===== config.mk =====
export PLATFORM = sky130hd
export DESIGN_NAME = bk_serial_addsub_flat
export DESIGN_NICKNAME = d
export VERILOG_FILES = /design/src/rtl/bk_serial_addsub_if.sv /design/src/rtl/bk_serial_addsub.sv /design/src/flat_wrapper.sv
export SDC_FILE = /design/constraint.sdc
export NUM_CORES = 1
export LEC_CHECK = 0
export BUFFER_PORTS_ARGS = -buffer_cell sky130_fd_sc_hd__buf_2
export CAP_MARGIN = 0
export CORE_MARGIN = 5
export CORE_UTILIZATION = 50
export DETAILED_ROUTE_END_ITERATION = 6
export HOLD_SLACK_MARGIN = 0.05
export PLACE_DENSITY = 0.82
export SLEW_MARGIN = 40
export SYNTH_ARGS = -nofsm -noshare
export SYNTH_HDL_FRONTEND = slang
export SYNTH_SLANG_ARGS = --single-unit

===== constraint.sdc =====
create_clock -name clk -period 3 [get_ports clk]
set_input_delay 0.3 -clock clk [delete_from_list [all_inputs] [get_ports clk]]
set_output_delay 0.3 -clock clk [all_outputs]
set_load 0.01 [all_outputs]

===== src/rtl/bk_serial_addsub_if.sv =====
// Request/result bundle for bk_serial_addsub. zero/ovf exist only when
// BK_SERIAL_FLAGS_EN is defined.
interface bk_serial_addsub_if #(
    parameter int NIBBLES = 4
);
    localparam int W = 4 * NIBBLES;

    // Handshake: a transfer happens on a rising clk edge where valid && ready;
    // valid may not depend on ready, payload is held while valid && !ready.
    logic         in_valid;
    logic         in_ready;
    logic         op;
    logic [W-1:0] x1;
    logic [W-1:0] x2;
    logic         out_valid;
    logic         out_ready;
    logic [W-1:0] s;
    logic         cout;
`ifdef BK_SERIAL_FLAGS_EN
    logic         zero;
    logic         ovf;
`endif

    modport master (
        output in_valid, op, x1, x2, out_ready,
        input  in_ready, out_valid, s, cout
`ifdef BK_SERIAL_FLAGS_EN
        , input zero, ovf
`endif
    );

    modport slave (
        input  in_valid, op, x1, x2, out_ready,
        output in_ready, out_valid, s, cout
`ifdef BK_SERIAL_FLAGS_EN
        , output zero, ovf
`endif
    );
endinterface


===== src/rtl/bk_serial_addsub.sv =====
// Nibble-serial unsigned add/subtract: one 4-bit Brent-Kung slice per cycle.
// Define BK_SERIAL_FLAGS_EN to add the registered zero and ovf result flags.
module bk_serial_addsub #(
    parameter int NIBBLES = 4
) (
    input  logic                  clk,
    input  logic                  rst,
    bk_serial_addsub_if.slave     bus,
    output logic [1:0]            dbg_state
);
    localparam int W  = 4 * NIBBLES;
    localparam int IW = (NIBBLES > 1) ? $clog2(NIBBLES) : 1;

    typedef enum logic [1:0] {
        IDLE = 2'd0,
        RUN  = 2'd1,
        DONE = 2'd2
    } state_t;

    state_t         state;
    logic [IW-1:0]  idx;
    logic           carry;
    logic [W-1:0]   a_q;
    logic [W-1:0]   b_q;
    logic [W-1:0]   s_q;
    logic           cout_q;
`ifdef BK_SERIAL_FLAGS_EN
    logic           zero_q;
    logic           ovf_q;
`endif

    logic [3:0]     slice_a;
    logic [3:0]     slice_b;
    logic [3:0]     slice_sum;
    logic           slice_cout;
    logic [W-1:0]   s_next;

    // Returns {carry_out, sum[3:0]} using a two-level Brent-Kung prefix tree.
    function automatic logic [4:0] bk_slice(input logic [3:0] a,
                                            input logic [3:0] b,
                                            input logic       cin);
        logic [3:0] p;
        logic [3:0] g;
        logic       g10, p10, g32, p32, g30, p30, g20, p20;
        logic [4:0] c;
        p   = a ^ b;
        g   = a & b;
        g10 = g[1] | (p[1] & g[0]);
        p10 = p[1] & p[0];
        g32 = g[3] | (p[3] & g[2]);
        p32 = p[3] & p[2];
        g30 = g32 | (p32 & g10);
        p30 = p32 & p10;
        g20 = g[2] | (p[2] & g10);
        p20 = p[2] & p10;
        c[0] = cin;
        c[1] = g[0] | (p[0] & cin);
        c[2] = g10 | (p10 & cin);
        c[3] = g20 | (p20 & cin);
        c[4] = g30 | (p30 & cin);
        return {c[4], p ^ c[3:0]};
    endfunction

    always_comb begin
        slice_a = a_q[{idx, 2'b00} +: 4];
        slice_b = b_q[{idx, 2'b00} +: 4];
        {slice_cout, slice_sum} = bk_slice(slice_a, slice_b, carry);
        s_next = s_q;
        s_next[{idx, 2'b00} +: 4] = slice_sum;
    end

    always_ff @(posedge clk) begin
        if (rst) begin
            state  <= IDLE;
            idx    <= '0;
            carry  <= 1'b0;
            a_q    <= '0;
            b_q    <= '0;
            s_q    <= '0;
            cout_q <= 1'b0;
`ifdef BK_SERIAL_FLAGS_EN
            zero_q <= 1'b0;
            ovf_q  <= 1'b0;
`endif
        end else begin
            case (state)
                IDLE: begin
                    if (bus.in_valid) begin
                        // Subtract is x1 + ~x2 + 1: invert once here, seed carry with op.
                        a_q    <= bus.x1;
                        b_q    <= bus.op ? ~bus.x2 : bus.x2;
                        carry  <= bus.op;
                        idx    <= '0;
                        s_q    <= '0;
                        cout_q <= 1'b0;
`ifdef BK_SERIAL_FLAGS_EN
                        zero_q <= 1'b0;
                        ovf_q  <= 1'b0;
`endif
                        state  <= RUN;
                    end
                end
                RUN: begin
                    s_q   <= s_next;
                    carry <= slice_cout;
                    idx   <= idx + IW'(1);
                    if (idx == IW'(NIBBLES - 1)) begin
                        idx    <= '0;
                        cout_q <= slice_cout;
`ifdef BK_SERIAL_FLAGS_EN
                        zero_q <= (s_next == '0);
                        // Carry into the MSB is recovered as sum ^ a ^ b at bit 3.
                        ovf_q  <= (slice_sum[3] ^ slice_a[3] ^ slice_b[3]) ^ slice_cout;
`endif
                        state  <= DONE;
                    end
                end
                DONE: begin
                    if (bus.out_ready) state <= IDLE;
                end
                default: state <= IDLE;
            endcase
        end
    end

    assign bus.in_ready  = (state == IDLE);
    assign bus.out_valid = (state == DONE);
    assign bus.s         = s_q;
    assign bus.cout      = cout_q;
`ifdef BK_SERIAL_FLAGS_EN
    assign bus.zero      = zero_q;
    assign bus.ovf       = ovf_q;
`endif
    assign dbg_state     = state;
endmodule


===== src/flat_wrapper.sv =====
// flat-port wrapper written by rule: the top's interface ports become plain ports
module bk_serial_addsub_flat 
#(
    parameter int NIBBLES = 4
)
  (clk, rst, dbg_state, bus_in_valid, bus_op, bus_x1, bus_x2, bus_out_ready, bus_in_ready, bus_out_valid, bus_s, bus_cout);
  bk_serial_addsub_if #(.NIBBLES(NIBBLES)) bus_i ();
  input  logic clk;
  input  logic rst;
  output logic [1:0] dbg_state;
  input wire logic [$bits(bus_i.in_valid)-1:0] bus_in_valid;
  input wire logic [$bits(bus_i.op)-1:0] bus_op;
  input wire logic [$bits(bus_i.x1)-1:0] bus_x1;
  input wire logic [$bits(bus_i.x2)-1:0] bus_x2;
  input wire logic [$bits(bus_i.out_ready)-1:0] bus_out_ready;
  output wire logic [$bits(bus_i.in_ready)-1:0] bus_in_ready;
  output wire logic [$bits(bus_i.out_valid)-1:0] bus_out_valid;
  output wire logic [$bits(bus_i.s)-1:0] bus_s;
  output wire logic [$bits(bus_i.cout)-1:0] bus_cout;
  assign bus_i.in_valid = bus_in_valid;
  assign bus_i.op = bus_op;
  assign bus_i.x1 = bus_x1;
  assign bus_i.x2 = bus_x2;
  assign bus_i.out_ready = bus_out_ready;
  assign bus_in_ready = bus_i.in_ready;
  assign bus_out_valid = bus_i.out_valid;
  assign bus_s = bus_i.s;
  assign bus_cout = bus_i.cout;
  bk_serial_addsub #(.NIBBLES(NIBBLES)) u_core (.clk(clk), .rst(rst), .bus(bus_i), .dbg_state(dbg_state));
endmodule

## Word-level counts from Yosys, hierarchy flattened

Cells that the tools add are included.
W data, S select, Z words.

- Register bits after elaboration: 54
- Logic and storage cells: 65

- Add/sub/neg operators: 2
- Eq/ne operators: 6
- Shift-type cells: 4
- Mux-type cells: 16
- Bitwise logic cells: 24
- Reduce and logical (&&, ||, !) cells: 6

Operators by type and width:

| kind | count |
|---|---|
| $mux W16 | 2 |
| $pmux W16 S2 | 1 |
| $shiftx A16 B5 Y4 | 2 |
| $bwmux W16 | 1 |
| $not A16 Y16 | 1 |
| $shift A4 B6 Y16 const A | 1 |
| $shiftx A4 B6 Y16 | 1 |
| $and A1 B1 Y1 | 12 |
| $mux W2 | 5 |
| $or A1 B1 Y1 | 8 |
| $xor A4 B4 Y4 | 2 |
| $neg A4 Y6 | 1 |
| $pmux W2 S3 | 1 |
| $reduce_and A3 Y1 | 2 |
| $and A4 B4 Y4 | 1 |
| $eq A2 B2 Y1 const B | 2 |
| $ne A2 B2 Y1 const B | 2 |
| $pmux W1 S2 | 2 |
| $pmux W2 S2 | 1 |
| $reduce_and A2 Y1 | 2 |
| $mux W1 | 3 |
| $add A2 B1 Y2 const B | 1 |
| $eq A2 B1 Y1 const B | 1 |
| $logic_not A2 Y1 | 1 |
| other kinds (2) | 2 |

## Depth between registers and ports, before layout

- Depth after elaboration: 11
- Mapped depth: 7

## Least setup slack after synthesis

Ideal clock, no wire load.

- Path kind: reg-to-reg
- Start: reg u_core.idx[0]
- End: reg u_core.s_q[11] (netlist: u_core.bus.s[11])
- Setup time: 0.125 ns
- Arrival time: 2.368 ns
- Data required time: 2.875 ns
- Slack: 0.507 ns
- Stages on the path, launching flop included: 8
- Path buffers: 1
- Cell sequence: dfxtp_1 -> buf_6 -> mux4_2 -> ha_1 -> a211o_1 -> a21oi_1 -> xor2_1 -> o21ai_1

- Cells in the longest elaborated chain, start to end: 11

Ends and longest elaborated chain:

| element | RTL line | source |
|---|---|---|
| start, declared | bk_serial_addsub.sv:21 | `logic [IW-1:0] idx;` |
| start signal, assigned | bk_serial_addsub.sv:106 | `idx <= idx + IW'(1);` |
| $shiftx A16 B5 Y4 (on tied branches) | bk_serial_addsub.sv:65, bk_serial_addsub.sv:66 |  |
| $xor A4 B4 Y4 or $and A4 B4 Y4 (tied branches) | bk_serial_addsub.sv:46, bk_serial_addsub.sv:47 |  |
| $and A1 B1 Y1 | bk_serial_addsub.sv:48 | `g10 = g[1] \| (p[1] & g[0]);` |
| $or A1 B1 Y1 | bk_serial_addsub.sv:48 |  |
| $and A1 B1 Y1 | bk_serial_addsub.sv:54 | `g20 = g[2] \| (p[2] & g10);` |
| $or A1 B1 Y1 | bk_serial_addsub.sv:54 |  |
| $or A1 B1 Y1 | bk_serial_addsub.sv:59 | `c[3] = g20 \| (p20 & cin);` |
| $xor A4 B4 Y4 | bk_serial_addsub.sv:61 | `return {c[4], p ^ c[3:0]};` |
| $shiftx A4 B6 Y16 | bk_serial_addsub.sv:69 | `s_next[{idx, 2'b00} +: 4] = slice_sum;` |
| $bwmux W16 * | bk_serial_addsub.sv:69 |  |
| $pmux W16 S2 * | bk_serial_addsub.sv:86 | `case (state)` |
| end signal, assigned | bk_serial_addsub.sv:104 | `s_q <= s_next;` |
| end, declared | bk_serial_addsub.sv:25 | `logic [W-1:0] s_q;` |

Mark *: on every way between the ends. The rest lies on a longest branch, timed or not.
A chain may end at the register's enable or synchronous reset.

## Worst setup path in the final report

- Start: reg u_core.idx[0]
- End: reg u_core.s_q[15] (netlist: u_core.bus.s[15])

The elaborated chain is that of the path after synthesis.

==> impl_summary.log <==
INFO  metric critPathLaunchType = flip-flop
INFO  metric clock_tree.buffer_depth = 2
INFO  metric synth-seq-area-share = between 30% and 40%
INFO  metric grt_first_pass_wirelength = 9922 um
INFO  metric pin_count_of_the_biggest_net_entering_global_routing = 50
INFO  metric clock-skew-final = about 0.0029 ns
INFO  metric whs_path_depth = 3
INFO  metric grt_pass1_vias = between 2000 and 2500
INFO  metric number_of_instances_resized_during_post_cts_repair = 0
INFO  metric dr.pass1.iters = 4
INFO  metric report.final.slew_viol_count = 0
INFO  metric status = finished clean
INFO  metric ioPinCount = a little under 60
INFO  metric cells_along_the_critical_path = mux4_2, ha_1, a211o_1, a21oi_1, xor2_1, o21ai_1
INFO  metric cp_max_fo = 8
INFO  metric max_slew_margin = between 50% and 60%
INFO  metric ys_dominant_reg_cell = dfxtp_1
INFO  metric place.detailed.hpwl = 4138 um
INFO  metric postRouteWirelength = roughly 5800 um
INFO  metric drive_above_1_share = between 30% and 40%
INFO  metric finalCriticalPeriod = 2.668 ns
INFO  metric cp_data_arrival_time = around 2.9 ns
INFO  metric critical_path.reg2reg.startpoint = u_core.idx[0]$_SDFFE_PP0P_
INFO  metric total_global_route_track_usage = between 10% and 20%
INFO  metric post-route-drc-count = 0
INFO  metric reg2reg_slack = around 0.33 ns
INFO  metric fp.dieArea = 7038 um2
INFO  metric fmaxAchievable = approximately 0.37 GHz
INFO  metric syn_inst = 274
INFO  metric power.total = between 1.5 and 2 mW
INFO  metric power.static_leakage = 1.292 nW
INFO  metric setup_viol = 0
INFO  metric worstHoldPathType = in2reg
INFO  metric period_share = 88.93%
INFO  metric synth_most_common_cell = dfxtp_1
INFO  metric route.detailed.vias_per_inst = about 5.4
INFO  metric netlist.area_leader.share = around 40%
INFO  metric hold-path-endpoint = u_core.a_q[2]$_SDFFE_PP0P_
INFO  metric worst_ep_required_time = around 3.2 ns
INFO  metric path_delay_family = compound AO/OA/AOI/OAI gates
INFO  metric cts_root_buf = clkbuf_8
INFO  metric placedInstanceArea = 2992 um2
INFO  metric synthArstFlopShare = 0%
INFO  metric register_area = ~1100 um2
INFO  metric clock-sinks = between 50 and 60
INFO  metric h-tree-depth = 2
INFO  metric postCtsSetupBuffers = 0
INFO  metric number_of_flops_mapped_to_enable_cells_by_yosys = 0
INFO  metric syn_avg_cell_area = around 10 um2
INFO  metric min_from = bus_x1[2]
INFO  metric post_cts_clock_slew_at_the_launch_and_capture_registers_of_the_worst_setup_and_hold_paths = approximately 0.09 ns
INFO  metric peakVddDrop = 205.5 uV
INFO  metric synth.area.top_cells = dfxtp_1, a211oi_2, mux4_2
INFO  metric slowest_stage = dfxtp_1
INFO  metric floorplan.initialDensity = roughly 51%
INFO  metric overflow = 0
INFO  metric fillerInstances = 493
INFO  metric grt_antenna_before_repair = 0
INFO  metric initialDrtViolationCount = ~130
INFO  metric synth.largest_area_cell = dfxtp_1
INFO  metric vias = approximately 2100
INFO  metric power-per-cell-area = roughly 510 nW/um2
INFO  metric ys_seq_elements = 54
INFO  metric final_hold_viol_count = 0
INFO  metric grt_setup_unrepaired = no
INFO  metric numCtsBuffers = 5
INFO  metric routed_wire_length_per_instance = about 15 um
INFO  metric floorplan.die.height = about 84 um
INFO  metric reg2regPathDepth = 6
INFO  metric area_delta_synth_final = 13.70%
INFO  metric post_layout_nonfiller_instances = between 300 and 400
INFO  metric maxCapViolCount = 0
INFO  metric timing.critical_path.buf_inv = 0
INFO  metric final_design_area_no_fill = between 3000 and 4000 um2
INFO  metric hold_buffers = 0
INFO  metric floorplan.rows = 27
INFO  metric cts_tree = yes
INFO  metric worst-slew-pin-transition = 0.7221 ns
INFO  metric final_net_count = about 370
INFO  metric insertion_delay = about 0.31 ns
INFO  metric multi_input_area = about 1500 um2
INFO  metric placeableCoreArea = approximately 5400 um2
INFO  metric crit_type = reg2reg
INFO  metric netlist-cell-type-count = around 40
INFO  metric syn_area = 2730 um2
INFO  metric antennaDiodeCount = 0
INFO  metric synthTopCellsByCount = dfxtp_1, nand2_1, nor2_1, a21oi_1, xnor2_1
INFO  metric ant_nets = 0
INFO  metric fp.dieW = ~84 um
INFO  metric portBuffers = 57
INFO  metric gp_congestion = 0.7937
INFO  metric tns = 0 ns
INFO  metric critical_path.max_stage_delay = about 0.62 ns
INFO  metric regToRegEndpoint = u_core.bus.s[15]$_SDFFE_PP0P_
INFO  metric mappedNetlistNets = 320
INFO  metric dp.cells = between 300 and 400
INFO  metric yosysWarnings = 0
INFO  metric setup.worst_path.end_class = flip-flop
-- placed cells by master, fill, tap and decap left out, types with 2 or more instances in the layout --
master and instances:
buf_2 57, dfxtp_1 54, nand2_1 40, nor2_1 29
a21oi_1 20, xnor2_1 16, a211oi_2 15, a21o_1 8
a22oi_1 8, ha_1 8, mux4_2 7, nand2b_1 7
nand3b_1 6, clkbuf_8 6, o21ai_1 4, a32oi_1 4
nand3_1 3, buf_4 3, inv_1 2, a211oi_1 2
a211o_1 2, xor2_1 2, o31ai_1 2
-- cells by family after synthesis --
kind of cell / Yosys count / synth area share (%)
xor gates and xnor gates: 18 / 5.774
buffers and inverters: 22 / 5.270
AOI/OAI and AO/OA: 67 / 19.29
DFF: 54 / 39.60
muxes: 8 / 6.737
adders and majority gates: 9 / 4.400
and+or+nand+nor: 96 / 18.93
-- sequential cells by signal, indices dropped and copies added (netlist names) --
| signal | cells |
|---|---|
| u_core.a_q | 16 |
| u_core.b_q | 16 |
| u_core.bus.s | 16 |
| u_core.dbg_state | 2 |
| u_core.idx | 2 |
| u_core.bus.cout | 1 |
| u_core.carry | 1 |
-- metrics by stage --
step	utilization, %	hold slack, ns	setup WS, ns
global route	57.43	0.2121	0.1524
CTS	57.43	0.2255	0.3396
detailed placement	55.35	0.4449	0.4103
floorplan	-	0.4331	0.5067
finish	57.43	0.2259	0.3321
global placement	55.35	0.4423	0.4473
-- metal layers --
metal	global-route usage, %	wire length, um	share of wire (%)	up-vias
met4	6.579	102	1.8	0
met5	0	0	0	-
li1	-	-	-	1053
met1	21.45	2439	42	1006
met2	28.56	2923	51	57
met3	4.837	301	5.2	11
-- worst reg2reg max path, cell delays in order (launching register included) --
cell and delay, ns:
dfxtp_1 0.62, mux4_2 0.60, ha_1 0.33, a211o_1 0.33, a21oi_1 0.18, xor2_1 0.36, o21ai_1 0.13
-- how the worst max path moves through the flow --
stage | from | cells past startpoint | endpoint | slack, ns
3_5_place_dp | u_core.idx[0]$_SDFFE_PP0P_ | 6 | u_core.bus.s[15]$_SDFFE_PP0P_ | 0.41
3_3_place_gp | u_core.idx[0]$_SDFFE_PP0P_ | 6 | u_core.bus.s[11]$_SDFFE_PP0P_ | 0.45
5_1_grt | u_core.idx[0]$_SDFFE_PP0P_ | 6 | u_core.bus.s[15]$_SDFFE_PP0P_ | 0.15
2_1_floorplan | u_core.idx[0]$_SDFFE_PP0P_ | 7 | u_core.bus.s[11]$_SDFFE_PP0P_ | 0.51
4_1_cts | u_core.idx[0]$_SDFFE_PP0P_ | 6 | u_core.bus.s[15]$_SDFFE_PP0P_ | 0.34
6_report | u_core.idx[0]$_SDFFE_PP0P_ | 6 | u_core.bus.s[15]$_SDFFE_PP0P_ | 0.33
-- layout make-up --
| class | count | area share (%) |
|---|---|---|
| multi-input cells | 198 | 48.49 |
| clock buffers | 6 | 2.660 |
| flip-flops and latches | 54 | 34.82 |
| clock inverters | 1 | 0.9674 |
| inverters | 2 | 0.2418 |
| well taps | 72 | 2.902 |
| repair buffers | 60 | 9.915 |
-- report_power, final --
group | total (mW) | internal (mW) | switching (mW)
registers | 0.787 | 0.757 | 0.0306
logic | 0.292 | 0.128 | 0.164
clock network | 0.494 | 0.267 | 0.227
total | 1.57 | 1.15 | 0.421
Power figures use the tool's default switching activity.
